$ cat src/rtl/loadable_ram.sv
// rtl/loadable_ram.sv - run-time loadable lookup RAM with stream loader and registered read port
// Filled in ascending order from a valid/ready word stream; reads behave like the lookup ROM.

module loadable_ram #(
  parameter int gAddressWidth = 4,
  parameter int gDataWidth    = 8
) (
  input  logic                     iClock,
  input  logic                     iReset,
  input  logic                     iStart,
  input  logic                     iWriteValid,
  input  logic [gDataWidth-1:0]    iWriteData,
  output logic                     oWriteReady,
  output logic                     oBusy,
  output logic                     oLoadDone,
  input  logic [gAddressWidth-1:0] iAddress,
  output logic [gDataWidth-1:0]    oData
);

  localparam int Depth = 1 << gAddressWidth;

  typedef enum logic [1:0] {
    IDLE = 2'd0,
    LOAD = 2'd1,
    DONE = 2'd2
  } state_t;

  state_t                   state_q;
  logic [gAddressWidth-1:0] count_q;
  logic                     busy_q;
  logic                     done_q;
  logic [gDataWidth-1:0]    data_q;
  logic [gDataWidth-1:0]    mem_q [Depth];
  logic                     accept;
  logic                     last_word;

  // iStart wins over a same-cycle word, so the word is never acknowledged
  assign oWriteReady = busy_q && !iStart && !iReset;
  assign accept      = oWriteReady && iWriteValid;
  assign last_word   = &count_q;

  assign oBusy     = busy_q;
  assign oLoadDone = done_q;
  assign oData     = data_q;

  always_ff @(posedge iClock) begin
    if (iReset) begin
      state_q <= IDLE;
      count_q <= '0;
      busy_q  <= 1'b0;
      done_q  <= 1'b0;
    end else begin
      case (state_q)
        IDLE: begin
          if (iStart) begin
            state_q <= LOAD;
            count_q <= '0;
            busy_q  <= 1'b1;
          end
        end
        LOAD: begin
          if (iStart) begin
            count_q <= '0;
          end else if (iWriteValid) begin
            count_q <= count_q + 1'b1;
            if (last_word) begin
              state_q <= DONE;
              busy_q  <= 1'b0;
              done_q  <= 1'b1;
            end
          end
        end
        DONE: begin
          if (iStart) begin
            state_q <= LOAD;
            count_q <= '0;
            busy_q  <= 1'b1;
            done_q  <= 1'b0;
          end
        end
        default: begin
          state_q <= IDLE;
          count_q <= '0;
          busy_q  <= 1'b0;
          done_q  <= 1'b0;
        end
      endcase
    end
  end

  // Storage has no reset so it maps onto plain RAM
  always_ff @(posedge iClock) begin
    if (accept) begin
      mem_q[count_q] <= iWriteData;
    end
  end

  // Nonblocking read of the array gives read-before-write on address collisions
  always_ff @(posedge iClock) begin
    if (iReset) begin
      data_q <= '0;
    end else begin
      data_q <= mem_q[iAddress];
    end
  end

endmodule

$ cat config.mk
export PLATFORM = sky130hd
export DESIGN_NAME = loadable_ram
export DESIGN_NICKNAME = d
export VERILOG_FILES = /design/src/rtl/loadable_ram.sv
export SDC_FILE = /design/constraint.sdc
export NUM_CORES = 1
export LEC_CHECK = 0
export ABC_AREA = 1
export BUFFER_PORTS_ARGS = -buffer_cell sky130_fd_sc_hd__buf_2
export CORE_UTILIZATION = 55
export DETAILED_ROUTE_END_ITERATION = 16
export PLACE_DENSITY = 0.72
export REMOVE_ABC_BUFFERS = 1
export SETUP_SLACK_MARGIN = 0.2
export SLEW_MARGIN = 5
export SYNTH_ARGS = -nofsm -noshare
export SYNTH_HDL_FRONTEND = slang
export SYNTH_SLANG_ARGS = --single-unit
$ cat constraint.sdc
create_clock -name iClock -period 4.14 [get_ports iClock]
set_clock_uncertainty 0.1 [all_clocks]
set_input_delay 0 -clock iClock [delete_from_list [all_inputs] [get_ports iClock]]
set_output_delay 0 -clock iClock [all_outputs]
set_load 0.01 [all_outputs]
# Word level (Yosys, flattened, before mapping)
# Memory sizes are Yosys's and may differ from the RTL's. A register that Yosys moved wholly into a read port is not among the register bits.
# Cells that the tools add are included.
[word_totals] memories=1 mem_bits_rw=128 elab_cells=47 regBits=8 output_inout_bits=11 input_bits=16
[mem_list] memory="mem_q" depth=16 word_bits=8 rd=1 rd_clocked_by_memory_dff=1 write_ports=1 line="33" text="logic [gDataWidth-1:0] mem_q [Depth];"
[op_classes] n_reduce_logical=11 eq_ne=8 bitwise_logic=1 mux=21 add_sub_neg=1
[op_table] cell="$mux 4" n=3
[op_table] cell="$mux 1" n=10
[op_table] cell="$mux 2" n=4
[op_table] cell="$ne 2x2->1 const B" n=4
[op_table] cell="$pmux 4 s2" n=1
[op_table] cell="$reduce_and 4->1" n=2
[op_table] cell="$reduce_and 5->1" n=1
[op_table] cell="$add 4x1->4 const B" n=1
[op_table] cell="$pmux 2 s2" n=1
[op_table] cell="$logic_and 1x1->1" n=3
[op_table] cell="$ne 3x3->1 const B" n=1
[op_table] cell="$pmux 1 s3" n=1
[op_table] cell="$eq 2x1->1 const B" n=1
[op_table] cell="$eq 2x2->1 const B" n=1
[op_table] cell="$logic_not 1->1" n=2
[op_table] cell="$logic_not 2->1" n=1
[op_table] cell="$ne 2x1->1 const B" n=1
[op_table] cell="$pmux 1 s2" n=1
[op_table] cell="$reduce_and 2->1" n=1
[op_table] cell="$reduce_or 2->1" n=1
[op_table] cell="$not 1->1" n=1

# Depth between registers and ports, before layout
# Gate-level depths: netlist of the first run.
[depth] ltp_word=6 ltp_mapped=8 ltp_nobuf=7

# Worst setup path before layout of the first run
# OpenSTA, ideal clock, no wires.
[synth_path] path_kind="register to register" start="register count_q[1]" end="memory mem_q[15][0] (enable)" setup_ps=395 t_arrival_ps=1517 synth_period_minus_slack_ps=2012 required_ps=3645 path_slack_ps=2128 path_buffers=0 path_stages_with_launch=4 cell_sequence="dfxtp_1 -> ha_1 -> nand4_1 -> nor4_1"
[synth_rtl] element="start, declared" line="29" text="logic [gAddressWidth-1:0] count_q;"
[synth_rtl] element="start signal, assigned" line="65" text="count_q <= count_q + 1'b1;"
[synth_rtl] element="end, declared" line="33"
# Straight into the memory's write port.

# Worst setup path in the final report of the first run
[layout_path] start="register busy_q (netlist: oBusy)" end="memory mem_q[6][0] (enable)"
[layout_between] elab_chain_len=5
[layout_lines] element="start, declared" line="30" text="logic busy_q;"
[layout_lines] element="start signal, assigned" line="50" text="busy_q <= 1'b0;"
[layout_lines] element="start signal, assigned" line="58" text="busy_q <= 1'b1;"
[layout_lines] element="start signal, assigned" line="68" text="busy_q <= 1'b0;"
[layout_lines] element="$logic_and 1x1->1 (2 in series)" line="38" text="assign oWriteReady = busy_q && !iStart && !iReset;"
[layout_lines] element="$logic_and 1x1->1" line="39" text="assign accept = oWriteReady && iWriteValid;"
[layout_lines] element="$mux 1" line="93" text="if (accept) begin"
[layout_lines] element="$mux 1 (not written as such)" line="94" text="mem_q[count_q] <= iWriteData;"
# No other way between the ends.

==> implementation parameters, run 1 <==
Parameter                              Value

Outcome
  Status ... complete, no violations

Synth
  Most used flip-flop cell after synthesis ... sky130_fd_sc_hd__edfxtp_1
  Register bit count reported by yosys ... 144
  Number of distinct library cells after synthesis ... 24
  Synthesized area per cell ... 10.3 um^2
  Gate count of the mapped netlist ... 596
  Post-synth top area share ... a little over three fifths
  Cell taking the most area after synthesis ... sky130_fd_sc_hd__edfxtp_1
  Warnings, synthesis ... 0
  Top cells by area in the synthesized netlist ... sky130_fd_sc_hd__edfxtp_1, sky130_fd_sc_hd__nand2_1, sky130_fd_sc_hd__nand3_1, sky130_fd_sc_hd__dfxtp_1, sky130_fd_sc_hd__inv_1
  Count of flip-flops with a built-in enable after synthesis ... 128
  Synth async-reset ratio ... 0%
  Seq/Total Area, Yosys ... roughly two thirds
  Area of the mapped netlist ... 6120 um^2

STA
  # setup viols final ... 0
  RSZ-0062 raised after global routing ... no
  Final Critical Period ... about 2.1 ns
  Achievable clock frequency ... a little under 0.5 GHz
  Number of slew-limit violations in the final report ... 0
  Aggregate negative setup slack ... 0 ns
  Final clock period utilization by the worst path ... 49.7%
  Final worst-path setup slack ... 2.08 ns
  Hold Vio Cnt, Final ... 0
  Slew Limit Headroom ... ~27%
  Pin slew with the least headroom to its limit ... 1.10 ns

Final layout
  Synth-to-layout area growth ... 15.8%
  Multi-input gate area in the final layout ... roughly 1500 um^2
  Layout net count ... ~660
  FF+latch area ... 4160 um^2
  Count of inserted antenna diode cells ... 0
  Post-layout instance count excluding filler cells ... a little under 800
  Final instance area ... ~7100 um^2
  Layout cell share with drive strength beyond 1 ... 10.0%
  Number of fill cells in the layout ... 792

Clock network
  Clock transition at the register clock pins on the worst setup and hold paths after CTS ... 0.06 ns
  CTS H-tree lvls ... 4
  CTS Buf Count ... 17
  Clock tree from TritonCTS ... built
  CTS Root Cell ... sky130_fd_sc_hd__clkbuf_8
  Number of post-CTS setup repair buffers ... 0
  Number of clock sinks ... 144
  Maximum buffer depth of the clock tree ... 2
  Source-to-sink clock delay at the later pin of the worst-skew pair ... 0.51 ns

Power and ir drop
  Leak ... slightly below 3 nW
  Design Power ... 3.38 mW
  Cell-internal power ... between 2 and 3 mW
  Switching power share of the total ... 20.7%
  Gate power share ... 5.3%
  Switching power summed over all nets ... 699 uW
  Peak supply drop ... approximately 0.29 mV
  Share of total power in sequential cells ... 47.1%
  Total power per unit cell area ... about 480 nW/um^2
  Clk network pwr share ... between 40% and 50%

Critical path
  Largest stage delay on the critical path ... 0.64 ns
  Source of the worst register-to-register timing path ... oBusy
  Critical path peak fanout ... 8
  CP Cell Sequence ... inv_1 > nor3_2 > nand2_1 > inv_1 > nand2_1 > nor2_1
  Destination of the worst register-to-register timing path ... mem_q[6][0]
  R2R Setup Slk ... between 2 and 2.5 ns
  Depth of the worst register-to-register path ... 6
  Arrival time at the worst endpoint ... 2.10 ns
  Worst path required time ... 4.18 ns
  Slowest cell on crit path ... sky130_fd_sc_hd__nor2_1
  Critical Path End Type ... flop
  Number of buffers and inverters on the critical path ... 2
  Crit Path Class ... flop to flop
  Top delay family on crit path ... simple AND/OR/NAND/NOR gates
  Kind of launch point of the worst setup path ... flop

Global routing
  Combined global-route utilization of all metal layers ... 24.9%
  Number of global-route vias before repair ... 4,026
  Maximum number of pins on one net before global-route repair ... 65
  Global-route wire length before repair ... 20.7 mm
  Initial antenna violation count ... 0
  Leftover overflow at the end of global routing ... 0

Detailed routing
  DRC violation count after routing ... 0
  WL per Instance ... 16.8 um
  Number of nets with antenna violations after detailed routing ... 0
  Starting DRT DRC Count ... 349
  Via/cell ratio ... 5.29
  Routed WL ... 13.2 mm
  Initial DRT Pass Iterations ... 5
  Number of vias in the routed layout ... between 4,000 and 5,000

Floorplanning
  Die Area ... 11,500 um^2
  Horizontal die dimension ... 107 um
  Starting density of the core ... about 56%
  Ports ... 27
  Vertical die dimension ... 107 um
  Total core area ... 10,800 um^2
  Number of core rows ... 38

Placement
  IO Port Bufs ... 26
  Placed wire-length estimate after detailed placement ... 7.82 mm
  Worst setup slack after placement ... around 2.1 ns
  Cell area reported after detailed placement ... 6290 um^2
  Post-Place Cells ... 740
  RePlAce Congestion ... 0.879

Min path
  Worst Hold Path EP ... oData[0]
  Hold Path Cell Cnt ... 5
  Type of the most critical hold path ... input port to flop
  Hold Startpoint ... iAddress[1]

Run
  Number of max-capacitance violations reported ... 0
==> worst register-to-register path, delay by kind of cell (launching register included) <==
kind | cells | cell delay [ns]
buffers and inverters | 2 | 0.19
and+or+nand+nor | 4 | 1.05
DFF | 1 | 0.35
==> worst max path at each step <==
stage / startpoint / end / slack [ns] / depth (start not counted)
2_1_floorplan: count_q[1] / mem_q[15][0] / 2.13 / 3
3_3_place_gp: oBusy / mem_q[6][4] / 2.16 / 6
3_5_place_dp: oBusy / mem_q[6][4] / 2.10 / 6
4_1_cts: oBusy / mem_q[6][7] / 2.08 / 6
5_1_grt: oBusy / mem_q[6][7] / 1.98 / 6
6_report: oBusy / mem_q[6][0] / 2.08 / 6
==> per-stage QoR <==
step,util (%),hold slack [ns]
after global placement,58.0,0.209
after CTS,65.4,0.108
after detailed placement,58.0,0.222
after floorplan,-,-0.0626
final,65.4,0.149
after global routing,65.4,0.176
==> flip-flops by register name, summed over array words and instances, names as in the netlist <==
| name | flops |
|---|---|
| mem_q | 128 |
| oData | 8 |
| count_q | 4 |
| state_q | 2 |
| oBusy | 1 |
| oLoadDone | 1 |
==> kinds of logic (layout without fill, tap and decap cells) <==
kind of cell,Yosys count,in the layout,synth area share [%]
compound gates,19,19,1.66
buf+inv,107,159,7.59
flops,144,144,68.1
xor+xnor,1,1,0.143
simple gates,321,321,21.7
fa+ha+maj,4,4,0.818
==> what timing repair did <==
action                    in CTS  in global routing
hold endpoints to repair     152                  0
resized for setup              0                  0
hold buffers                  16                  0
==> metal layers <==
| metal | up-vias | GRT usage, % | share of wire (%) |
|---|---|---|---|
| li1 | 2023 | - | - |
| met1 | 1940 | 31.6 | 43 |
| met4 | 0 | 8.90 | 1.7 |
| met3 | 21 | 6.78 | 7.1 |
| met2 | 181 | 41.1 | 48 |
| met5 | - | 0 | 0 |
==> power by group through the flow <==
stage | sequential, mW | combinational [mW] | clock (mW)
2_1_floorplan | 1.63 | 0.0733 | 0
3_3_place_gp | 1.62 | 0.158 | 0
3_5_place_dp | 1.62 | 0.163 | 0
4_1_cts | 1.59 | 0.177 | 1.63
5_1_grt | 1.59 | 0.195 | 1.69
6_report | 1.59 | 0.178 | 1.61
==> final cells by class <==
cell class              instances  share of cell area (%)
flip-flops and latches        144                    58.8
multi-input cells             345                    21.0
clock buffers                  19                    5.95
repair buffers                 46                    4.52
inverters                      81                    4.29
clock inverters                13                    2.98
well taps                     140                    2.47
==> synthesized netlist by cell type, types with 2 or more instances <==
cell and number:
sky130_fd_sc_hd__ha_1 4, sky130_fd_sc_hd__nor2_1 19, sky130_fd_sc_hd__a21oi_1 14, sky130_fd_sc_hd__nand3_1 82, sky130_fd_sc_hd__o21ai_0 3, sky130_fd_sc_hd__edfxtp_1 128, sky130_fd_sc_hd__dfxtp_1 16, sky130_fd_sc_hd__buf_6 5
sky130_fd_sc_hd__nand2_1 212, sky130_fd_sc_hd__inv_2 2, sky130_fd_sc_hd__nor3_1 3, sky130_fd_sc_hd__buf_1 2, sky130_fd_sc_hd__buf_2 17, sky130_fd_sc_hd__inv_1 79
==> placed cells by master, fill, tap and decap left out, drive strengths merged, types with 3 or more instances in the layout <==
master / instances
a21oi: 14
buf: 30
bufinv: 5
clkbuf: 19
clkinv: 3
clkinvlp: 4
dfxtp: 16
dlygate4sd3: 16
edfxtp: 128
ha: 4
inv: 82
nand2: 212
nand3: 82
nor2: 20
nor3: 4
o21ai: 4
Note: power is estimated with default switching activity, not from simulation.
==> run 2, diff against run 1 <==
--- a/config.mk
+++ b/config.mk
@@ -5,11 +5,11 @@
 export SDC_FILE = /design/constraint.sdc
 export NUM_CORES = 1
 export LEC_CHECK = 0
-export ABC_AREA = 1
+export ABC_AREA = 0
 export BUFFER_PORTS_ARGS = -buffer_cell sky130_fd_sc_hd__buf_2
 export CORE_UTILIZATION = 55
 export DETAILED_ROUTE_END_ITERATION = 16
-export PLACE_DENSITY = 0.72
+export PLACE_DENSITY = 0.75
 export REMOVE_ABC_BUFFERS = 1
 export SETUP_SLACK_MARGIN = 0.2
 export SLEW_MARGIN = 5
==> constraint.sdc (replaced) <==
create_clock -name iClock -period 1.65 [get_ports iClock]
set_clock_uncertainty 0.1 [all_clocks]
set_input_delay 0 -clock iClock [delete_from_list [all_inputs] [get_ports iClock]]
set_output_delay 0 -clock iClock [all_outputs]
set_load 0.01 [all_outputs]
==> implementation parameters, run 2 <==
Parameter                              Value

Outcome
  Status ... complete, no violations

STA
  Final Critical Period ... 1.48 ns (-0.577 ns)
  # setup viols final ... 0 (unchanged)
  RSZ-0062 raised after global routing ... yes
  Achievable clock frequency ... 0.676 GHz (+39%)
  Final worst-path setup slack ... 0.171 ns (-1.91 ns)
  Pin slew with the least headroom to its limit ... 0.825 ns (-0.273 ns)
  Hold Vio Cnt, Final ... 0 (unchanged)
  Number of slew-limit violations in the final report ... 0 (unchanged)
  Slew Limit Headroom ... 44.9% (+18 points)
  Final clock period utilization by the worst path ... 89.7% (+40 points)

Final layout
  Layout cell share with drive strength beyond 1 ... 27.8% (+18 points)
  Final instance area ... 6960 um^2 (-1.8%)
  Most frequent standard cell in the layout excluding fill and tap cells ... sky130_fd_sc_hd__edfxtp_1
  Synth-to-layout area growth ... 21.5%
  Most flop-heavy register ... mem_q
  Max reg flops ... 128 (unchanged)
  Number of fill cells in the layout ... 637 (-20%)
  Layout net count ... 435 (-34%)
  Commonest cells after routing, fill and taps aside ... sky130_fd_sc_hd__edfxtp_1, sky130_fd_sc_hd__mux2i_1, sky130_fd_sc_hd__buf_2
  Count of inserted antenna diode cells ... 0 (unchanged)

Global routing
  Number of global-route vias before repair ... 3,331 (-17%)
  Leftover overflow at the end of global routing ... 0 (unchanged)
  Maximum number of pins on one net before global-route repair ... 17 (-74%)
  Global-route wire length before repair ... 18.4 mm (-11%)
  Initial antenna violation count ... 0 (unchanged)
  Combined global-route utilization of all metal layers ... 23.3% (-1.6 points)

Synth
  Seq/Total Area, Yosys ... 72.7% (+4.6 points)
  Number of distinct library cells after synthesis ... 34 (+42%)
  Share of synthesized cell area in full adder, half adder and majority cells ... 0.874% (+0.055 points)
  Fraction of the mapped netlist area in compound gates ... 5.74% (+4.1 points)
  Synthesized area per cell ... 16.5 um^2 (+60%)
  Register bit count reported by yosys ... 144 (unchanged)
  Xor/xnor share of the synthesized area ... 0% (-0.14 points)
  Most repeated cell in the gate-level netlist after synthesis ... sky130_fd_sc_hd__edfxtp_1
  Top cells by area in the synthesized netlist ... sky130_fd_sc_hd__edfxtp_1, sky130_fd_sc_hd__mux2i_1, sky130_fd_sc_hd__dfxtp_1, sky130_fd_sc_hd__a22oi_1, sky130_fd_sc_hd__mux4_2
  Combinational family with the most area after synthesis ... multiplexers
  Area of the mapped netlist ... 5730 um^2 (-6.3%)
  Most used flip-flop cell after synthesis ... sky130_fd_sc_hd__edfxtp_1
  Multiplexer share of the synthesized area ... 11.8% (+12 points)
  Synth async-reset ratio ... 0% (unchanged)
  Gate count of the mapped netlist ... 348 (-42%)
  Commonest cells post-synth ... sky130_fd_sc_hd__edfxtp_1, sky130_fd_sc_hd__mux2i_1, sky130_fd_sc_hd__a22oi_1
  Warnings, synthesis ... 0 (unchanged)
  Post-synthesis simple-gate area fraction ... 5.98% (-16 points)
  Post-synth top area share ... 67.1% (+4.2 points)
  Count of flip-flops with a built-in enable after synthesis ... 128 (unchanged)
  Cell taking the most area after synthesis ... sky130_fd_sc_hd__edfxtp_1

Floorplanning
  Starting density of the core ... 57.6% (+1.1 points)
  Ports ... 27 (unchanged)
  Total core area ... 9950 um^2 (-8.2%)
  Die Area ... 10,800 um^2 (-6.2%)
  Number of core rows ... 36 (-5.3%)
  Vertical die dimension ... 104 um (-3.2%)
  Horizontal die dimension ... 104 um (-3.2%)

Min path
  Type of the most critical hold path ... input port to flop

Detailed routing
  Starting DRT DRC Count ... 201 (-42%)
  Via/cell ratio ... 5.78 (+9.4%)
  Routed WL ... 11.9 mm (-10%)
  Number of vias in the routed layout ... 3,243 (-22%)
  Uppermost metal layer occupied by signal nets ... met4
  Met3 wire length ... 674 um (-28%)
  WL per Instance ... 21.2 um (+26%)
  Initial DRT Pass Iterations ... 5 (unchanged)
  DRC violation count after routing ... 0 (unchanged)
  Routed metal-1 wirelength ... 5.11 mm (-10%)
  Number of nets with antenna violations after detailed routing ... 0 (unchanged)
  Met2 Routed Length ... 5.82 mm (-8.4%)

Clock network
  Number of post-CTS setup repair buffers ... 0 (unchanged)
  CTS Root Cell ... sky130_fd_sc_hd__clkbuf_8
  Maximum buffer depth of the clock tree ... 2 (unchanged)
  Clock tree from TritonCTS ... built
  CTS H-tree lvls ... 4 (unchanged)
  Clock transition at the register clock pins on the worst setup and hold paths after CTS ... 0.06 ns (about the same)
  Source-to-sink clock delay at the later pin of the worst-skew pair ... 0.51 ns (about the same)
  Number of clock sinks ... 144 (unchanged)
  CTS Buf Count ... 17 (unchanged)

Critical path
  Critical Path End Type ... flop
  Largest stage delay on the critical path ... 0.36 ns (-0.28 ns)
  Worst path required time ... 1.76 ns (-2.42 ns)
  Arrival time at the worst endpoint ... 1.59 ns (-0.51 ns)
  Crit Path Class ... flop to flop
  CP Cell Sequence ... inv_2 > ha_2 > nand2_4 > nor3_4 > buf_6
  Critical path peak fanout ... 8 (unchanged)
  Slowest cell on crit path ... sky130_fd_sc_hd__dfxtp_4
  Kind of launch point of the worst setup path ... flop

Placement
  Placed wire-length estimate after detailed placement ... 7.22 mm (-7.7%)
  IO Port Bufs ... 26 (unchanged)
  Worst setup slack after placement ... 0.0411 ns (-2.06 ns)
  Cell area reported after detailed placement ... 6080 um^2 (-3.3%)
  RePlAce Congestion ... 0.743 (-15%)

Run
  Number of max-capacitance violations reported ... 0 (unchanged)

Power and ir drop
  Leak ... 2.52 nW (-15%)
  Total power per unit cell area ... 1150 nW/um^2 (+140%)
  Peak supply drop ... 0.695 mV (+140%)
## run 2: metrics by stage
stage | setup TNS, ns | total power [mW] | hold slack (ns) | utilization (%) | instances
2_1_floorplan | -4.58 | 4.23 | -0.0276 | - | 329
6_report | 0 | 7.99 | 0.0236 | 69.9 | 561
3_5_place_dp | 0 | 4.43 | 0.200 | 61.1 | 514
5_1_grt | 0 | 8.20 | 0.0289 | 69.9 | 561
4_1_cts | 0 | 8.01 | 0.0168 | 68.7 | 561
3_3_place_gp | 0 | 4.42 | 0.186 | 61.1 | 514
## run 2: path summary, 6_finish.rpt
check                           startpoint           end  slack [ns]  depth (start not counted)
worst max-delay path            count_q[1]   mem_q[1][6]        0.17                          5
worst min-delay path                iStart  mem_q[15][0]        0.02                          5
worst max register to register  count_q[1]   mem_q[1][6]        0.17                          5
worst min register to register   oLoadDone     oLoadDone        0.41                          2
## run 2: worst max-delay path: cells and delay by family (launching register included)
kind,cells,cell delay [ns]
buf+inv,2,0.25
simple gates,2,0.26
fa+ha+maj,1,0.20
flops,1,0.36
## run 2: where the power goes
| part | leakage, nW | internal [mW] | total, mW | switching (mW) |
|---|---|---|---|---|
| Combinational | 0.950 | 0.166 | 0.408 | 0.241 |
| Sequential | 1.29 | 3.99 | 4.00 | 0.0137 |
| Clock | 0.280 | 2.26 | 3.58 | 1.32 |
| Total | 2.52 | 6.41 | 7.99 | 1.58 |
## run 2: final cells by class
type                       instances  area, um^2  share of cell area (%)
clock buffer                      25         474                    6.81
timing repair buffer              67         526                    7.55
inverter                           5        21.3                   0.306
sequential                       144        4180                    60.0
tap                              133         166                    2.39
multi-input combinational        180        1510                    21.7
clock inverter                     7        85.1                    1.22
## run 2: logic make-up (layout without fill, tap and decap cells)
family,Yosys count,after routing
and+or+nand+nor,71,71
adders and majority gates,4,4
buffers and inverters,24,104
AOI/OAI and AO/OA,48,48
DFF,144,144
muxes,57,57
## run 2: routing by layer
metal  vias to the layer above  GRT usage, %
li1                       1487             -
met1                      1622          31.7
met4                         0          10.6
met2                       116          36.0
met3                        18          5.45
met5                         -             0
## run 2: timing repair
action,CTS,global route
hold buffers,15,0
endpoints found under the setup margin,70,133
pin swaps,0,1
resized for setup,15,33
endpoints found under the hold margin,144,0
